[src/rtl/fir_phase_seq_pkg.sv]
// Shared types and constants for the FIR tap-phase sequencer.
// Phase code PH_CLR is the accumulator-clear phase in the downstream control decoder.
package fir_phase_seq_pkg;
    localparam int PHASE_W = 4;
    localparam logic [PHASE_W-1:0] PH_CLR = '0;

    typedef enum logic [1:0] {
        ST_IDLE = 2'd0,
        ST_RUN  = 2'd1,
        ST_DONE = 2'd2
    } state_t;
endpackage

[src/rtl/fir_wrap_cnt.sv]
// Generic wrapping counter: counts 0..MAX on i_en, o_wrap flags the step that returns to 0.
// Latency: count updates one edge after i_en; o_wrap is combinational; i_clr has priority.
module fir_wrap_cnt #(
    parameter int W   = 4,
    parameter int MAX = 15
) (
    input  logic         clk,
    input  logic         rst_n,
    input  logic         i_clr,
    input  logic         i_en,
    output logic [W-1:0] o_cnt,
    output logic         o_wrap
);
    logic [W-1:0] r_cnt;

    assign o_cnt  = r_cnt;
    assign o_wrap = i_en && (r_cnt == W'(MAX));

    always_ff @(posedge clk or negedge rst_n) begin
        if (!rst_n) begin
            r_cnt <= '0;
        end else if (i_clr) begin
            r_cnt <= '0;
        end else if (i_en) begin
            r_cnt <= o_wrap ? '0 : r_cnt + 1'b1;
        end
    end
endmodule

[src/rtl/fir_phase_seq.sv]
// Tap-phase sequencer: steps phase per accepted operand, tracks col/row, start/busy/done to host.
// Latency: start -> in_ready 1 cycle; last accept -> frame_done 1 cycle. Stalls hold all counters.
module fir_phase_seq
    import fir_phase_seq_pkg::*;
#(
    parameter int PHASE_MAX = 8,
    parameter int IMG_W     = 16,
    parameter int IMG_H     = 16,
    parameter int COL_W     = 8,
    parameter int ROW_W     = 8
) (
    input  logic               clk,
    input  logic               rst_n,
    input  logic               start,
    input  logic               abort,
    input  logic               in_valid,
    output logic               in_ready,
    output logic [PHASE_W-1:0] phase,
    output logic [COL_W-1:0]   col,
    output logic [ROW_W-1:0]   row,
    output logic               busy,
    output logic               sample_done,
    output logic               frame_done
);
    state_t             r_state;
    logic               r_sample_done;
    logic               r_frame_done;
    logic               w_accept;
    logic               w_ph_en;
    logic               w_ph_wrap;
    logic               w_col_wrap;
    logic               w_row_wrap;
    logic [PHASE_W-1:0] w_phase;

    assign in_ready    = (r_state == ST_RUN);
    assign busy        = (r_state != ST_IDLE);
    assign sample_done = r_sample_done;
    assign frame_done  = r_frame_done;
    assign w_accept    = in_valid && in_ready;
    // Abort gates the enable so no wrap flag, and therefore no pulse, can escape.
    assign w_ph_en     = w_accept && !abort;
    assign phase       = (r_state == ST_RUN) ? w_phase : PH_CLR;

    fir_wrap_cnt #(.W(PHASE_W), .MAX(PHASE_MAX)) u_phase_cnt (
        .clk    (clk),
        .rst_n  (rst_n),
        .i_clr  (abort),
        .i_en   (w_ph_en),
        .o_cnt  (w_phase),
        .o_wrap (w_ph_wrap)
    );

    fir_wrap_cnt #(.W(COL_W), .MAX(IMG_W - 1)) u_col_cnt (
        .clk    (clk),
        .rst_n  (rst_n),
        .i_clr  (abort),
        .i_en   (w_ph_wrap),
        .o_cnt  (col),
        .o_wrap (w_col_wrap)
    );

    fir_wrap_cnt #(.W(ROW_W), .MAX(IMG_H - 1)) u_row_cnt (
        .clk    (clk),
        .rst_n  (rst_n),
        .i_clr  (abort),
        .i_en   (w_col_wrap),
        .o_cnt  (row),
        .o_wrap (w_row_wrap)
    );

    always_ff @(posedge clk or negedge rst_n) begin
        if (!rst_n) begin
            r_state       <= ST_IDLE;
            r_sample_done <= 1'b0;
            r_frame_done  <= 1'b0;
        end else begin
            r_sample_done <= w_ph_wrap;
            r_frame_done  <= w_row_wrap;
            if (abort) begin
                r_state <= ST_IDLE;
            end else begin
                case (r_state)
                    ST_IDLE: if (start) r_state <= ST_RUN;
                    ST_RUN:  if (w_row_wrap) r_state <= ST_DONE;
                    ST_DONE: r_state <= ST_IDLE;
                    default: r_state <= ST_IDLE;
                endcase
            end
        end
    end
endmodule

[config.mk]
export PLATFORM = sky130hd
export DESIGN_NAME = fir_phase_seq
export DESIGN_NICKNAME = d
export VERILOG_FILES = /design/src/rtl/fir_phase_seq_pkg.sv /design/src/rtl/fir_wrap_cnt.sv /design/src/rtl/fir_phase_seq.sv
export SDC_FILE = /design/constraint.sdc
export NUM_CORES = 1
export LEC_CHECK = 0
export CAP_MARGIN = 20
export CORE_AREA = 8 8 59 61
export CTS_CLUSTER_SIZE = 24
export DETAILED_ROUTE_END_ITERATION = 8
export DIE_AREA = 0 0 67 69
export PLACE_DENSITY = 0.89
export SLEW_MARGIN = 20
export SYNTH_ARGS = -nofsm -noshare
export SYNTH_HDL_FRONTEND = slang
export SYNTH_SLANG_ARGS = --single-unit
export TNS_END_PERCENT = 20
[constraint.sdc]
create_clock -name clk -period 2.7 [get_ports clk]
set_input_delay 0.54 -clock clk [delete_from_list [all_inputs] [get_ports clk]]
set_output_delay 0.54 -clock clk [all_outputs]
set_load 0.02 [all_outputs]
# ---- After elaboration in Yosys (flattened, before gate mapping)
# Index checks and enable logic that the tools add are counted.
dict set report classes {
  n_addsub 3
  eq_ne 6
  n_mux 14
  n_reduce_logical 12
}
# cell count
set ops {}
lappend ops {{8-bit two-way mux} 6}
lappend ops {{8-bit by 1-bit adder with 8-bit output (second input constant)} 2}
lappend ops {{8-bit by 4-bit equality test with 1-bit output (second input constant)} 2}
lappend ops {{4-bit two-way mux} 4}
lappend ops {{2-bit nonzero test} 4}
lappend ops {{2-bit two-way mux} 3}
lappend ops {{1-bit logical AND} 5}
lappend ops {{4-bit by 1-bit adder with 4-bit output (second input constant)} 1}
lappend ops {{4-bit equality test (second input constant)} 1}
lappend ops {{2-bit case mux with 2 select lines} 1}
lappend ops {{3-bit by 2-bit != test with 1-bit output (second input constant)} 1}
lappend ops {{3-bit != test (second input constant)} 1}
lappend ops {{2-bit by 1-bit equality test with 1-bit output (second input constant)} 1}
lappend ops {{2-bit logical NOT} 1}
lappend ops {{2-bit AND reduction} 1}
lappend ops {{1-bit logical NOT} 1}
dict set report word_totals {
  ff_bits 24
  in_bits 5
  out_inout_bits 24
  wordCells 41
}

# ---- Depth between registers and ports, before layout
# Gate-level depths: netlist (run 1).
dict set report logic_depth {
  ltp_word 9
  ltp_mapped 7
  ltp_nobuf 6
}

# ---- Cells and area by module
# Synthesis (run 1) repeated with hierarchy kept, for this count alone.
dict set report hier_totals {
  hier_cells 125
  area_unflattened_um2 1285.0
}
# mod instances cells_each area_each_um2 seq_area_each_um2
set modules_own_cells {}
lappend modules_own_cells {{fir_wrap_cnt at u_col_cnt} 1 42 434.2 200.2}
lappend modules_own_cells {{fir_wrap_cnt at u_row_cnt} 1 45 430.4 200.2}
lappend modules_own_cells {{fir_wrap_cnt at u_phase_cnt} 1 23 237.7 100.1}
lappend modules_own_cells {fir_phase_seq 1 15 182.7 100.1}

# ---- Worst setup path before layout (run 1)
# No wires, ideal clock.
dict set report synth_timing {
  kind {flip-flop to flip-flop}
  startpoint {register u_col_cnt.r_cnt[0], in the netlist u_col_cnt.o_cnt[0]}
  endpoint {register u_row_cnt.r_cnt[7], in the netlist u_row_cnt.o_cnt[7]}
  setup_time_ps 78
  arrival_ps 1846
  required_time_ps 2622
  slack_ps 777
  stages_incl_launch_ff 7
  path_buffers 1
  synth_period_minus_slack_ps 1923
  cell_sequence {dfrtp_1 -> ha_1 -> and3_1 -> clkbuf_1 -> a41oi_4 -> or4_1 -> a21oi_1}
}
dict set report synth_between {
  elab_chain_len 6
  word_cells_on_any_way 7
  cone_classes {eq/ne (1); mux (3); reduce/logical (3)}
}
# element line_no
set synth_lines {}
lappend synth_lines {{from (decl)} fir_wrap_cnt.sv:14} ;# logic [W-1:0] r_cnt;
lappend synth_lines {{from (signal assigned)} fir_wrap_cnt.sv:25} ;# r_cnt <= o_wrap ? '0 : r_cnt + 1'b1;
lappend synth_lines {{8-bit by 4-bit equality test with 1-bit output (*)} fir_wrap_cnt.sv:17} ;# assign o_wrap = i_en && (r_cnt == W'(MAX));
lappend synth_lines {{1-bit logical AND (*)} fir_wrap_cnt.sv:17}
lappend synth_lines {{1-bit logical AND} fir_wrap_cnt.sv:17}
lappend synth_lines {{8-bit two-way mux} fir_wrap_cnt.sv:25}
lappend synth_lines {{8-bit two-way mux} fir_wrap_cnt.sv:24} ;# end else if (i_en) begin
lappend synth_lines {{8-bit two-way mux} fir_wrap_cnt.sv:22} ;# end else if (i_clr) begin
lappend synth_lines {{to (signal assigned)} fir_wrap_cnt.sv:25}
lappend synth_lines {{to (decl)} fir_wrap_cnt.sv:14}
# Mark *: on every way between the ends. The rest lies on a longest branch, timed or not. The select of a mux whose other input is x is not followed.
# A chain may end at the register's enable or synchronous reset.

# ---- Worst setup path after layout (run 1)
dict set report layout_timing {
  startpoint {register r_state[0]}
  endpoint {output port phase[1]}
}
dict set report layout_between {
  elab_chain_len 2
}
# element line_no
set layout_lines {}
lappend layout_lines {{from (decl)} fir_phase_seq.sv:25} ;# state_t r_state;
lappend layout_lines {{from (signal assigned)} fir_phase_seq.sv:73} ;# r_state <= ST_IDLE;
lappend layout_lines {{from (signal assigned)} fir_phase_seq.sv:80} ;# r_state <= ST_IDLE;
lappend layout_lines {{from (signal assigned)} fir_phase_seq.sv:83} ;# ST_IDLE: if (start) r_state <= ST_RUN;
lappend layout_lines {{2-bit by 1-bit equality test with 1-bit output} fir_phase_seq.sv:42} ;# assign phase = (r_state == ST_RUN) ? w_phase : PH_CLR;
lappend layout_lines {{4-bit two-way mux} fir_phase_seq.sv:42}
lappend layout_lines {{to (decl)} fir_phase_seq.sv:18} ;# output logic [PHASE_W-1:0] phase,
# No other way between the ends.

==> results of run 1 <==
kinds of logic after synthesis:
family | count (synthesis)
fa+ha+maj | 4
flops | 24
simple gates | 64
xor+xnor | 3
buf+inv | 9
mux | 2
compound gates | 30
metal layers:
metal	up-vias	wire length, microns	track usage (%)	share of wire, %
met5	-	0	0	0
li1	562	-	-	-
met1	583	1331	16.29	44
met4	0	22	3.256	0.72
met3	2	171	2.908	5.6
met2	25	1528	22.45	50
cell type report:
class / count / area, sq um / area share, %
multi-input combinational: 103 / 669.4 / 40.07
sequential: 24 / 600.6 / 35.96
timing repair buffer: 32 / 310.3 / 18.58
tap: 31 / 38.79 / 2.322
clock buffer: 4 / 36.28 / 2.172
inverter: 4 / 15.01 / 0.8989
flip-flops by register name, indices dropped and copies added (netlist names):
register,cells
r_state,2
u_row_cnt.o_cnt,8
frame_done,1
sample_done,1
u_col_cnt.o_cnt,8
u_phase_cnt.o_cnt,4
per-stage QoR:
step           total power [mW]  cells  hold WS [ns]
2_1_floorplan            0.3948    136        0.2444
3_3_place_gp             0.4199    194        0.5034
3_5_place_dp             0.4222    194        0.5257
4_1_cts                  0.6078    198        0.5437
5_1_grt                  0.6257    198        0.5675
6_report                 0.6055    198        0.5456
layout by cell type, fill, tap and decap left out, drive strengths merged, types with 3 or more instances in the layout:
| cell | count |
|---|---|
| clkdlybuf4s50 | 28 |
| dfrtp | 24 |
| a21oi | 15 |
| nand2 | 12 |
| nor2 | 8 |
| nand3 | 6 |
| and2 | 6 |
| or3 | 6 |
| nand4 | 5 |
| o31ai | 5 |
| or4 | 5 |
| o21ai | 5 |
| nor3 | 4 |
| inv | 4 |
| ha | 4 |
| buf | 4 |
| clkbuf | 4 |
| xor2 | 3 |
worst paths after layout:
check,endpoint,slack (ns),cells after the start
max,phase[1],0.34,3
min,r_state[0],0.55,1
max reg2reg,u_col_cnt.o_cnt[7],0.57,6
min reg2reg,r_state[0],0.55,1
max in group asynchronous,u_row_cnt.o_cnt[7],1.89,2
min in group asynchronous,u_phase_cnt.o_cnt[0],0.56,2
power by group:
part	leakage (nW)	internal, mW	switching [mW]
registers	0.333	0.362	0.00311
clock network	0.0210	0.0825	0.108
logic	0.318	0.0197	0.0305
==> flow_summary.ini, run 1 <==
[synth]
yosys.area_share.adder_pct = 3.831
yosysSeqAreaShare_pct = 45.98
synth_area_leader_cell = dfrtp_1
synthCells = 136
synth-compound-area-share_pct = 15.23
synth_edf_count = 0
yosysMostFrequentCell = dfrtp_1
yosys.area_share.simple_pct = 28.64
synthMuxAreaShare_pct = 1.533
synth_nets = 145
synth_xor_area_share_pct = 2.011
synth_top_family_by_area = simple AND/OR/NAND/NOR gates
synth_seq_cells = 24
synthFlopType = dfrtp_1
yosys-top-cells-area = dfrtp_1 46%, a21oi_1 5.7%, ha_1 3.8%, nand2_1 3.4%, o31ai_1 2.9%
ys_types = 34
ys_warn_count = 0
synthTopCellsByCount = 24 x dfrtp_1, 15 x a21oi_1, 12 x nand2_1
syn_area_sq_um = 1306
synth_top_cell_area_share_pct = 45.98
synthArstFlopShare_pct = 100.0
avgSynthCellArea_sq_um = 9.605

[min_path]
worstHoldStart = r_state[1]
hold_class = register to register

[sta]
period_needed_ns = 2.360
final_max_slew_viol_count = 0
period_share_pct = 87.42
finalSetupTns_ns = 0
worstMarginPinSlew_ns = 0.4097
report.final.setup_viol = 0
fin_skew_ns = 0.009786
fmax_mhz = 423.7
fin_ws_ns = 0.3397
finalHoldViolCount = 0
maxSlewHeadroom_pct = 72.48
rsz0062_at_grt = false

[clocking]
insertion_delay_ns = 0.32
cts_resized = 0
clk_path_buf_depth = 2
clk_pin_slew_ns = 0.13
clockRootBuffer = clkbuf_4
hold_buffers = 0
numCtsBuffers = 3
post_cts_buffers = 0
cts_tree = built
clock-sinks = 24
h-tree-depth = 1

[die]
start_util_pct = 49.95
core_sq_um = 2615
core.rowCount = 19
io_pins = 29
dieArea_sq_um = 4623
die_w_microns = 67
die_h_microns = 69

[global_route]
grt_pass1_vias = 1086
grt_pass1_wl_mm = 5.119
antenna_found_initial = 0
grt.overflow.total = 0
grt_max_degree = 25
grt_usage_pct = 13.26

[final_layout]
nFillCells = 228
nets = 177
syn2layout_area_growth_pct = 27.87
fin_util_pct = 63.88
finish.instance_area_sq_um = 1670
layout-drive-gt1-share_pct = 8.982
antennaDiodeCount = 0

[power_and_ir_drop]
power_leakage_nw = 0.6727
vdd_drop_max_mv = 0.4475
powerDensity_nw_per_um2 = 362.5

[worst_setup_path]
worstPathRequired_ns = 2.16
worst-path-buf-inv = 1
critPathLaunchType = register
cp_slowest_cell = clkdlybuf4s50_1
crit_chain = nor2b_1 -> and2_1 -> clkdlybuf4s50_1
end_kind = output port
crit_type = register to output port
crit_path_max_fanout = 6
regToRegStartpoint = u_phase_cnt.o_cnt[0]
critical_path.startpoint = r_state[0]
worstPathArrival_ns = 1.82
path_delay_family = buffers and inverters
max_stage_delay_ns = 0.60

[route]
via_per_inst = 5.919
drt-total-wl_mm = 3.054
firstDrtPassIters = 4
vias = 1172
drt_iter0_drc = 20
wire_per_inst_microns = 15.42
final_antenna_net_count = 0
drc = 0

[placed_design]
dpl_cell_area_sq_um = 1634
dp_hpwl_mm = 2.314
gp_congestion = 0.7562
pre_cts_slack_ns = 0.2756
io_buffer_count = 28

[status]
status = finished, final reports clean

[flow_run]
cap_violations = 0
Power figures use the tool's default switching activity.
==> inputs of run 2 (changes only) <==
- CORE_AREA: 8 8 59 61 -> 8 8 63 65
- DIE_AREA: 0 0 67 69 -> 0 0 71 73
- PLACE_DENSITY: 0.89 -> 0.82
- clock period: 2.7 -> 1.95 ns (I/O delays scaled with it)
==> run 2 against run 1 <==
Against the previous run: die area rose by 12%; critical path depth rose by 2; core utilization fell by 1.8 points; global-route usage barely moved; sequential share of layout area fell by 3.2 points; critical endpoint is now u_row_cnt.o_cnt[5]; clock power rose by 15%; design area rose by 9.7%; critical path type is now register to register.
==> flow_summary.ini, run 2 (synthesis gave the netlist of run 1 again) <==
[power_and_ir_drop]
powerDensity_nw_per_um2 = 442.5
power.internal_mw = 0.6120
switching_share_pct = 24.49
finalPower_mw = 0.8105
p_switching_mw = 0.1985
comb_power_share_pct = 10.8
seqPwrFrac_pct = 62.2
power_leakage_nw = 0.7894
power.share.clock_pct = 27.0
vdd_drop_max_mv = 0.3171

[sta]
whs_ns = 0.4161
fmax_mhz = 533.9
finalHoldViolCount = 0
maxSlewHeadroom_pct = 74.83
worstMarginPinSlew_ns = 0.3776
report.final.setup_viol = 0
fin_skew_ns = 0.003292
final_max_slew_viol_count = 0
finalSetupTns_ns = 0
period_needed_ns = 1.873
period_share_pct = 96.06
fin_ws_ns = 0.07683

[worst_setup_path]
max_stage_delay_ns = 0.54
crit_chain = nor4_4 -> buf_4 -> a41oi_4 -> or4_1 -> a21oi_1
worstPathRequired_ns = 2.19
crit_type = register to register
worstPathArrival_ns = 2.12
reg2reg_depth = 5
critPathLaunchType = register
crit_path_max_fanout = 7
cp_slowest_cell = or4_1
end_kind = register

[die]
die_h_microns = 73
core.rowCount = 20
dieArea_sq_um = 5183
start_util_pct = 44.24
io_pins = 29
die_w_microns = 71
core_sq_um = 2953

[final_layout]
nets = 196
nFillCells = 266
antennaDiodeCount = 0
syn2layout_area_growth_pct = 40.23
fin_util_pct = 62.03
finish.instance_area_sq_um = 1832
final_common_cell = dfrtp_1
final_cell_mix = 24 x dfrtp_1, 22 x clkdlybuf4s50_1, 21 x buf_4
layout-drive-gt1-share_pct = 21.08
final_cell_count_no_fill = 218
seqCellArea_sq_um = 600.6
multi_input_area_sq_um = 710.7

[global_route]
grt_pass1_vias = 1340
grt_usage_pct = 13.30
grt_max_degree = 25
grt_pass1_wl_mm = 5.720
grt.overflow.total = 0
antenna_found_initial = 0

[min_path]
hold_class = primary input to asynchronous set/reset pin

[route]
route.met3.wl_microns = 192
final_antenna_net_count = 0
dr_wl_met2_mm = 1.747
firstDrtPassIters = 4
via_per_inst = 5.830
wire_per_inst_microns = 15.57
highest_layer = met4
drc = 0
drt_iter0_drc = 80
vias = 1271
m1WireLength_mm = 1.436
drt-total-wl_mm = 3.395

[placed_design]
gp_congestion = 0.8001
io_buffer_count = 28
dpl_cell_area_sq_um = 1749
dp_hpwl_mm = 2.429
pre_cts_slack_ns = -0.1994
post-place-cells = 211

[clocking]
clk_pin_slew_ns = 0.13
clock-sinks = 24
insertion_delay_ns = 0.31
numCtsBuffers = 3
hold_buffers = 0
clk_path_buf_depth = 2
h-tree-depth = 1
cts_tree = built
clockRootBuffer = clkbuf_4

[flow_run]
cap_violations = 0

[status]
status = finished, final reports clean
==> run 2: cell count changes in the layout (fill, tap and decap cells not counted), sizes merged <==
cell           previous run  this run
buf                       4        22
clkdlybuf4s50            28        22
dlygate4sd2               0         6
and3b                     2         3
clkbuf                    4         3
==> run 2: layout make-up <==
class                      count  share of cell area (%)
timing repair buffer          50                   24.11
sequential                    24                   32.79
inverter                       4                  0.8197
clock buffer                   3                   1.230
multi-input combinational    104                   38.80
tap                           33                   2.254
==> run 2: worst paths after layout <==
kind	startpoint	endpoint	slack, ns
setup reg to reg	u_col_cnt.o_cnt[5]	u_row_cnt.o_cnt[5]	0.08
hold reg to reg	u_col_cnt.o_cnt[0]	u_col_cnt.o_cnt[0]	0.59
setup / recovery	u_col_cnt.o_cnt[5]	u_row_cnt.o_cnt[5]	0.08
hold / removal	rst_n	u_row_cnt.o_cnt[0]	0.42
max in group asynchronous	rst_n	u_row_cnt.o_cnt[4]	1.30
min in group clk	u_col_cnt.o_cnt[0]	u_col_cnt.o_cnt[0]	0.59
==> run 2: layer usage <==
layer | vias to the layer above | global-route usage, %
met1 | 642 | 13.59
met4 | 0 | 6.236
li1 | 598 | -
met5 | - | 0
met2 | 27 | 24.20
met3 | 4 | 4.121
==> run 2: what timing repair did <==
action,CTS,global route
cloned,0,1
setup endpoints to repair,11,11
buffers inserted,0,3
gates resized for setup,8,9
pin swaps,0,5
==> run 2: power groups by stage <==
stage	logic, mW	registers [mW]	clock network, mW
4_1_cts	0.0823	0.503	0.224
3_5_place_dp	0.0842	0.513	0
3_3_place_gp	0.0814	0.513	0
5_1_grt	0.0964	0.504	0.248
6_report	0.0877	0.504	0.219
2_1_floorplan	0.0335	0.513	0
==> run 2: worst max-delay path: cells and delay by family, from the launching register on <==
family / cells / cell delay [ns]
AOI/OAI and AO/OA: 2 / 0.32
and+or+nand+nor: 2 / 0.82
DFF: 1 / 0.48
buffers and inverters: 1 / 0.18
==> inputs of run 3 (changes only) <==
- HOLD_SLACK_MARGIN: not set -> 0.08
==> results of run 3 <==
The final DEF is identical to that of run 2; final timing and power are the same.
